**config.mk**
```make
export PLATFORM = sky130hd
export DESIGN_NAME = game_state_controller
export DESIGN_NICKNAME = d
export VERILOG_FILES = /design/src/rtl/game_state_controller.sv
export SDC_FILE = /design/constraint.sdc
export NUM_CORES = 1
export LEC_CHECK = 0
export ABC_AREA = 1
export BUFFER_PORTS_ARGS = -buffer_cell sky130_fd_sc_hd__buf_2
export CAP_MARGIN = 5
export CORE_MARGIN = 8
export CORE_UTILIZATION = 50
export DETAILED_ROUTE_END_ITERATION = 16
export MAX_ROUTING_LAYER = met4
export PLACE_DENSITY = 0.71
export SLEW_MARGIN = 40
export SYNTH_ARGS = -nofsm -noshare
export SYNTH_HDL_FRONTEND = slang
export SYNTH_SLANG_ARGS = --single-unit
```
**constraint.sdc**
```tcl
create_clock -name clk -period 1.8 [get_ports clk]
set_clock_uncertainty 0.2 [all_clocks]
set_input_delay 0 -clock clk [delete_from_list [all_inputs] [get_ports clk]]
set_output_delay 0 -clock clk [all_outputs]
set_load 0.05 [all_outputs]
```
**src/rtl/game_state_controller.sv**
```systemverilog
// rtl/game_state_controller.sv - match sequencer: menu, countdown, gameplay, game over
//
// Purpose:
//   Top-level match sequencer. Walks MENU -> COUNTDOWN -> GAMEPLAY -> GAME_OVER,
//   publishes the state code for the mixer and overlay, the countdown digit and
//   the winner code, and issues one-cycle pulses to the player logic. All time
//   is measured in frame_tick pulses, so durations are in frames and seconds.
//
// Parameters:
//   FRAME_TICKS_PER_SEC  frame_tick pulses per second (>= 2)
//   COUNTDOWN_START      first digit shown in COUNTDOWN (1..15)
//   GAME_OVER_HOLD_SEC   seconds GAME_OVER lasts before returning to MENU (>= 1)
//
// Ports:
//   clk                 in   1  system (pixel) clock
//   rst_n               in   1  asynchronous active-low reset
//   frame_tick          in   1  one-cycle pulse per video frame
//   start_btn           in   1  start button level (synchronized, debounced)
//   p1_defeated         in   1  high while player 1 health is zero
//   p2_defeated         in   1  high while player 2 health is zero
//   current_game_state  out  3  000 MENU, 001 COUNTDOWN, 010 GAMEPLAY, 011 GAME_OVER
//   countdown_digit     out  4  overlay digit, 0 outside COUNTDOWN
//   winner              out  2  00 none, 01 P1 wins, 10 P2 wins, 11 draw
//   reset_players       out  1  one-cycle pulse when a match is started
//   gameplay_start      out  1  one-cycle pulse on entry to GAMEPLAY

module game_state_controller #(
  parameter int FRAME_TICKS_PER_SEC = 60,
  parameter int COUNTDOWN_START     = 3,
  parameter int GAME_OVER_HOLD_SEC  = 5
) (
  input  logic       clk,
  input  logic       rst_n,
  input  logic       frame_tick,
  input  logic       start_btn,
  input  logic       p1_defeated,
  input  logic       p2_defeated,
  output logic [2:0] current_game_state,
  output logic [3:0] countdown_digit,
  output logic [1:0] winner,
  output logic       reset_players,
  output logic       gameplay_start
);

  localparam int TICK_W = (FRAME_TICKS_PER_SEC > 2) ? $clog2(FRAME_TICKS_PER_SEC) : 1;
  localparam int HOLD_W = (GAME_OVER_HOLD_SEC > 1) ? $clog2(GAME_OVER_HOLD_SEC + 1) : 1;

  localparam logic [TICK_W-1:0] TICK_LAST   = TICK_W'(FRAME_TICKS_PER_SEC - 1);
  localparam logic [HOLD_W-1:0] HOLD_LAST   = HOLD_W'(GAME_OVER_HOLD_SEC - 1);
  localparam logic [3:0]        DIGIT_START = 4'(COUNTDOWN_START);

  typedef enum logic [2:0] {
    ST_MENU      = 3'b000,
    ST_COUNTDOWN = 3'b001,
    ST_GAMEPLAY  = 3'b010,
    ST_GAME_OVER = 3'b011
  } state_e;

  // The state register is kept as raw bits so that the unused 1xx codes are
  // representable and the default branch below can steer them back to MENU.
  logic [2:0]        state_q;
  state_e            cur_state;
  state_e            state_d;

  logic [3:0]        digit_q, digit_d;
  logic [1:0]        winner_q, winner_d;
  logic [TICK_W-1:0] tick_q, tick_d;
  logic [HOLD_W-1:0] hold_q, hold_d;
  logic              start_prev_q;
  logic              reset_players_q, reset_players_d;
  logic              gameplay_start_q, gameplay_start_d;

  logic              start_edge;
  logic              second_elapsed;

  assign cur_state      = state_e'(state_q);

  // start_prev resets to 1 so a button held through reset is not an edge.
  assign start_edge     = start_btn & ~start_prev_q;
  assign second_elapsed = frame_tick & (tick_q == TICK_LAST);

  always_comb begin
    state_d          = cur_state;
    digit_d          = digit_q;
    winner_d         = winner_q;
    tick_d           = tick_q;
    hold_d           = hold_q;
    reset_players_d  = 1'b0;
    gameplay_start_d = 1'b0;

    case (cur_state)
      ST_MENU: begin
        if (start_edge) begin
          state_d         = ST_COUNTDOWN;
          digit_d         = DIGIT_START;
          tick_d          = '0;
          hold_d          = '0;
          winner_d        = 2'b00;
          reset_players_d = 1'b1;
        end
      end

      ST_COUNTDOWN: begin
        if (frame_tick) begin
          tick_d = second_elapsed ? '0 : tick_q + 1'b1;
        end
        if (second_elapsed) begin
          if (digit_q > 4'd1) begin
            digit_d = digit_q - 4'd1;
          end else begin
            state_d          = ST_GAMEPLAY;
            digit_d          = 4'd0;
            gameplay_start_d = 1'b1;
          end
        end
      end

      ST_GAMEPLAY: begin
        if (p1_defeated || p2_defeated) begin
          state_d  = ST_GAME_OVER;
          tick_d   = '0;
          hold_d   = '0;
          // Bit 1 set means P2 wins (P1 down), bit 0 set means P1 wins;
          // both defeated in the same cycle yields the draw code 11.
          winner_d = {p1_defeated, p2_defeated};
        end
      end

      ST_GAME_OVER: begin
        if (frame_tick) begin
          tick_d = second_elapsed ? '0 : tick_q + 1'b1;
        end
        // A rematch request takes priority over the hold expiring.
        if (start_edge) begin
          state_d         = ST_COUNTDOWN;
          digit_d         = DIGIT_START;
          tick_d          = '0;
          hold_d          = '0;
          winner_d        = 2'b00;
          reset_players_d = 1'b1;
        end else if (second_elapsed) begin
          if (hold_q == HOLD_LAST) begin
            state_d = ST_MENU;
            hold_d  = '0;
          end else begin
            hold_d  = hold_q + 1'b1;
          end
        end
      end

      default: begin
        state_d  = ST_MENU;
        digit_d  = 4'd0;
        winner_d = 2'b00;
        tick_d   = '0;
        hold_d   = '0;
      end
    endcase
  end

  always_ff @(posedge clk or negedge rst_n) begin
    if (!rst_n) begin
      state_q          <= ST_MENU;
      digit_q          <= 4'd0;
      winner_q         <= 2'b00;
      tick_q           <= '0;
      hold_q           <= '0;
      start_prev_q     <= 1'b1;
      reset_players_q  <= 1'b0;
      gameplay_start_q <= 1'b0;
    end else begin
      state_q          <= state_d;
      digit_q          <= digit_d;
      winner_q         <= winner_d;
      tick_q           <= tick_d;
      hold_q           <= hold_d;
      start_prev_q     <= start_btn;
      reset_players_q  <= reset_players_d;
      gameplay_start_q <= gameplay_start_d;
    end
  end

  assign current_game_state = state_q;
  assign countdown_digit    = digit_q;
  assign winner             = winner_q;
  assign reset_players      = reset_players_q;
  assign gameplay_start     = gameplay_start_q;

endmodule

```
# ---- Yosys cells after proc, flatten, opt, wreduce, memory -nomap -nowiden
# Index checks and enable logic that the tools add are counted.
dict set report totals {
  register_bits 21
  input_bits 6
  out_inout_bits 11
  word_cells 69
}
dict set report op_classes {
  n_addsub 3
  magnitude_cmp 1
  n_eq_ne 12
  muxes 32
  bitwise 5
  reduce_logical 8
}
# operator n
set ops {}
lappend ops {{3-bit 2-to-1 mux} 12}
lappend ops {{6-bit 2-to-1 mux} 5}
lappend ops {{3-bit one-hot mux with 4 select lines} 2}
lappend ops {{6-bit one-hot mux with 4 select lines} 1}
lappend ops {{4-bit 2-to-1 mux} 3}
lappend ops {{4-bit one-hot mux with 3 select lines} 1}
lappend ops {{2-bit != test, second input constant} 4}
lappend ops {{6-bit by 1-bit adder with 6-bit output, second input constant} 1}
lappend ops {{3-bit by 2-bit equality test with 1-bit output, second input constant} 2}
lappend ops {{6-bit equality test, second input constant} 1}
lappend ops {{3-bit != test, second input constant} 2}
lappend ops {{2-bit one-hot mux with 3 select lines} 1}
lappend ops {{3-bit AND reduction} 2}
lappend ops {{6-bit AND reduction} 1}
lappend ops {{1-bit 2-to-1 mux} 5}
lappend ops {{4-bit by 1-bit > comparator with 1-bit output, second input constant} 1}
lappend ops {{2-bit 2-to-1 mux} 2}
lappend ops {{4-bit AND reduction} 1}
lappend ops {{4-bit by 1-bit subtractor with 4-bit output, second input constant} 1}
lappend ops {{3-bit by 1-bit adder with 3-bit output, second input constant} 1}
lappend ops {{3-bit by 1-bit equality test with 1-bit output, second input constant} 1}
lappend ops {{3-bit equality test, second input constant} 1}
lappend ops {{3-bit zero test} 1}
lappend ops {{1-bit NOT} 3}
lappend ops {{5 further kinds} 6}

# ---- Depth between registers and ports, before layout
dict set report depth {
  word_depth 6
  depth_mapped 9
  depth_no_buf 9
}

# ---- Worst setup path after synthesis
# OpenSTA, ideal clock, no wires.
dict set report synth_path {
  path_kind {register to register}
  start {register state_q[1], in the netlist current_game_state[1]}
  end {register state_q[0], in the netlist current_game_state[0]}
  setup_time_ns 0.121
  arrival_ns 1.639
  required_time_ns 1.479
  path_slack_ns -0.160
  stages_incl_launch_ff 10
  path_buffers 1
  period_less_slack_ns 1.960
  path_cell_list {dfrtp_1 > inv_1 > ha_1 > buf_2 > inv_1 > nand2_1 > nand2_4 > nand2_1 > o21bai_1 > nand2_1}
}
dict set report synth_via {
  elab_chain_len 3
  elab_cells_between_ends 12
  classes_between {eq/ne: 9; mux: 1; reduce/logical: 2}
}
# element line_no
set synth_rtl {}
lappend synth_rtl {{start, declared} 61} ;# logic [2:0] state_q;
lappend synth_rtl {{start signal, assigned} 172} ;# state_q <= state_d;
lappend synth_rtl {{3-bit by 2-bit equality test with 1-bit output (tied with other cells)} 91} ;# case (cur_state)
lappend synth_rtl {{3-bit != test (no line) / 2-bit != test (equally long branches)} n/a}
lappend synth_rtl {{6-bit AND reduction (no line)} n/a}
# Several ways; a longest one is shown, not always the timed one.
# A chain may end at the register's enable or synchronous reset.

# ---- Worst setup path in the final report
dict set report layout_path {
  start {register digit_q[0], in the netlist countdown_digit[0]}
  end {register state_q[0], in the netlist current_game_state[0]}
}
dict set report layout_via {
  elab_chain_len 3
}
# element line_no
set layout_rtl {}
lappend layout_rtl {{start, declared} 65} ;# logic [3:0] digit_q, digit_d;
lappend layout_rtl {{start signal, assigned} 173} ;# digit_q <= digit_d;
lappend layout_rtl {{4-bit by 1-bit > comparator with 1-bit output} 108} ;# if (digit_q > 4'd1) begin
lappend layout_rtl {{2-bit != test (no line)} n/a}
lappend layout_rtl {{6-bit AND reduction (no line)} n/a}
# No other way between the ends.

==> flow_summary.ini <==
[status]
status = finished clean

[floorplanning]
fp.dieW_um = 66.8
dieArea_mm2 = 0.00446
initial_core_util_pct = 52.5
die_h_um = 66.8
std_cell_rows = 18
ios = 17
core_area_mm2 = 0.00245

[yosys]
synth-seq-cells = 20
ys_seq_area_share_pct = 38.9
synthFlopType = dfrtp_1
synth_cell_types = 26
synthCells = 175
post_synth.cell_area_avg_um2 = 7.36
syn_area_mm2 = 0.00129
synthArstFlopShare_pct = 100
synth_edf_count = 0
synth_warnings = 0
synth_nets = 190

[global_routing]
grt_pass1_wl_mm = 4.89
grt_max_degree = 20
first_global_vias = 1142
antenna_found_initial = 0
grt.total_usage_pct = 14.3
grt-ovfl-total = 0

[sta]
setup_viol = 0
fmax_mhz = 588
rsz0062_at_grt = false
fin_crit_sh_pct = 94.5
setup_tns_ns = 0
finalHoldViolCount = 0
drv_slew = 0
fin_crit_ns = 1.70

[clocking]
cts_root_buf = clkbuf_4
clock_latency_ns = 0.30
cts_buffers = 3
path_clk_slew_ns = 0.11
cts.sinks = 20
cts_tree = yes
clock_path_buffers = 2
cts-htree-levels = 1

[final_layout]
multi_input_area_um2 = 687
area_growth_pct = 17.3
design_area_mm2 = 0.00151
n_antenna_cell = 0
fillCellCount = 233
seq_area_um2 = 505
num-nets-final = 217
drive_gt1_share_pct = 20.9

[setup_path]
required_ns = 1.80
max_stage_delay_ns = 0.44
rr_endpoint = current_game_state[0]
crit_type = reg2reg
end_kind = register
reg2reg_depth = 9
path_max_fanout = 5
r2r_start = countdown_digit[0]
cp_cell_sequence = inv_1 -> ha_1 -> inv_1 -> nand2_1 -> nand2_1 -> nand2_1 -> nand2_1 -> o21bai_1 -> nand2_1
critPathSlowestCell = dfrtp_2
r2r_slack_ns = 0.1
arrival_ns = 1.70
crit_path_frequent_cell = nand2_1
cp-start-kind = register

[power_and_ir_drop]
ir_drop_mv = 1.34
finalPower_w = 0.00244
p_leak_nw = 0.803
pwr_density_cell_mw_per_mm2 = 1620

[route]
drc = 0
via_per_inst = 4.93
vias = 1138
wl_per_cell_um = 11.6
drt_first_pass_iters = 4
drt_iter0_markers = 42
wl_mm = 2.67
drtAntennaViolNets = 0

[placed_design]
place_area_mm2 = 0.00141
detailed_place_hpwl_mm = 2.02
place.gp.congestion = 0.859
port_buffers = 15

[worst_hold_path]
hold_path_class = in2async

[flow_run]
maxCapViolCount = 0
synthesized netlist by cell type (3+ instances only):
library cell	number	area share, %
o21bai_1	3	1.7
ha_1	9	8.7
nand4_1	5	2.4
nand2_2	6	2.9
a21oi_1	5	1.9
nand2_1	43	13
inv_2	3	0.87
nand3_1	9	3.5
nor3_1	3	1.2
o21ai_1	4	1.6
nor2_1	24	7.0
o21ai_0	7	2.7
inv_1	23	6.7
dfrtp_1	19	37
critical path, delay by kind of cell (launching register included):
family,cells,cell delay (ns)
fa+ha+maj,1,0.19
buf+inv,2,0.15
compound gates,1,0.17
flops,1,0.44
simple gates,5,0.44
sequential cells by signal, indices dropped and copies added, names as in the netlist:
| signal | flops |
|---|---|
| tick_q | 6 |
| countdown_digit | 4 |
| hold_q | 3 |
| current_game_state | 2 |
| winner | 2 |
| gameplay_start | 1 |
| reset_players | 1 |
| start_prev_q | 1 |
power by group:
| part | switching [W] | leakage [nW] | internal, W |
|---|---|---|---|
| registers | 0.0000993 | 0.259 | 0.000574 |
| clock network | 0.000139 | 0.0150 | 0.0000864 |
| logic | 0.00107 | 0.529 | 0.000478 |
| total | 0.00130 | 0.803 | 0.00114 |
what timing repair did:
item	4_1_cts	5_1_grt
hold buffers	7	0
buffers inserted	0	0
hold endpoints to repair	29	0
endpoints found under the setup margin	0	7
resized for setup	0	5
placed cells by master, fill, tap and decap left out, drive strengths merged, types with 3 or more instances in the layout:
cell type and instances:
nor2 25, nand2 50, nand3 10, clkbuf 4, dfrtp 19, nor3 3
dlygate4sd3 6, o21ai 11, inv 26, ha 9, nand4 5, a21oi 6
o21bai 3, buf 18
cell families (layout without fill, tap and decap cells):
kind of cell / Yosys count / in the layout / share of synthesized area, %
other: 1 / 1 / 0.291
AOI/OAI and AO/OA: 20 / 20 / 8.64
DFF: 20 / 20 / 38.9
xor gates and xnor gates: 1 / 1 / 0.680
buffers and inverters: 28 / 54 / 8.54
and+or+nand+nor: 96 / 96 / 34.2
adders and majority gates: 9 / 9 / 8.74
metal layers:
| layer | track usage [%] | wire length [um] | vias to the layer above |
|---|---|---|---|
| met4 | 6.40 | 28 | 0 |
| met5 | - | 0 | - |
| li1 | - | - | 605 |
| met1 | 18.0 | 1360 | 516 |
| met3 | 2.35 | 84 | 4 |
| met2 | 21.9 | 1200 | 13 |
worst max path at each step:
stage | slack (ns) | start | cells past startpoint | to
floorplan | 0.00009 | current_game_state[1] | 9 | current_game_state[0]
global placement | 0.16 | current_game_state[0] | 8 | hold_q[1]
detailed placement | 0.1 | current_game_state[0] | 8 | current_game_state[0]
CTS | 0.05 | rst_n | 3 | countdown_digit[0]
global route | 0.004 | countdown_digit[0] | 9 | current_game_state[0]
finish | 0.1 | countdown_digit[0] | 9 | current_game_state[0]
cell type report:
type | instances | share of cell area, %
sequential | 20 | 33.4
tap | 30 | 2.48
clock buffer | 4 | 1.74
timing repair buffer | 24 | 10.3
multi-input combinational | 127 | 45.4
inverter | 26 | 6.62
stage by stage:
stage               cells  hold WS, ns  utilization, %  setup slack (ns)
floorplan             175       -0.496               -         0.0000938
global placement      220       -0.234            57.3             0.164
detailed placement    220       -0.228            57.3            0.0995
CTS                   231        0.140            61.3            0.0467
global route          231        0.105            61.6           0.00427
finish                231       0.0460            61.6            0.0987
Note: power is estimated with default switching activity, not from simulation.
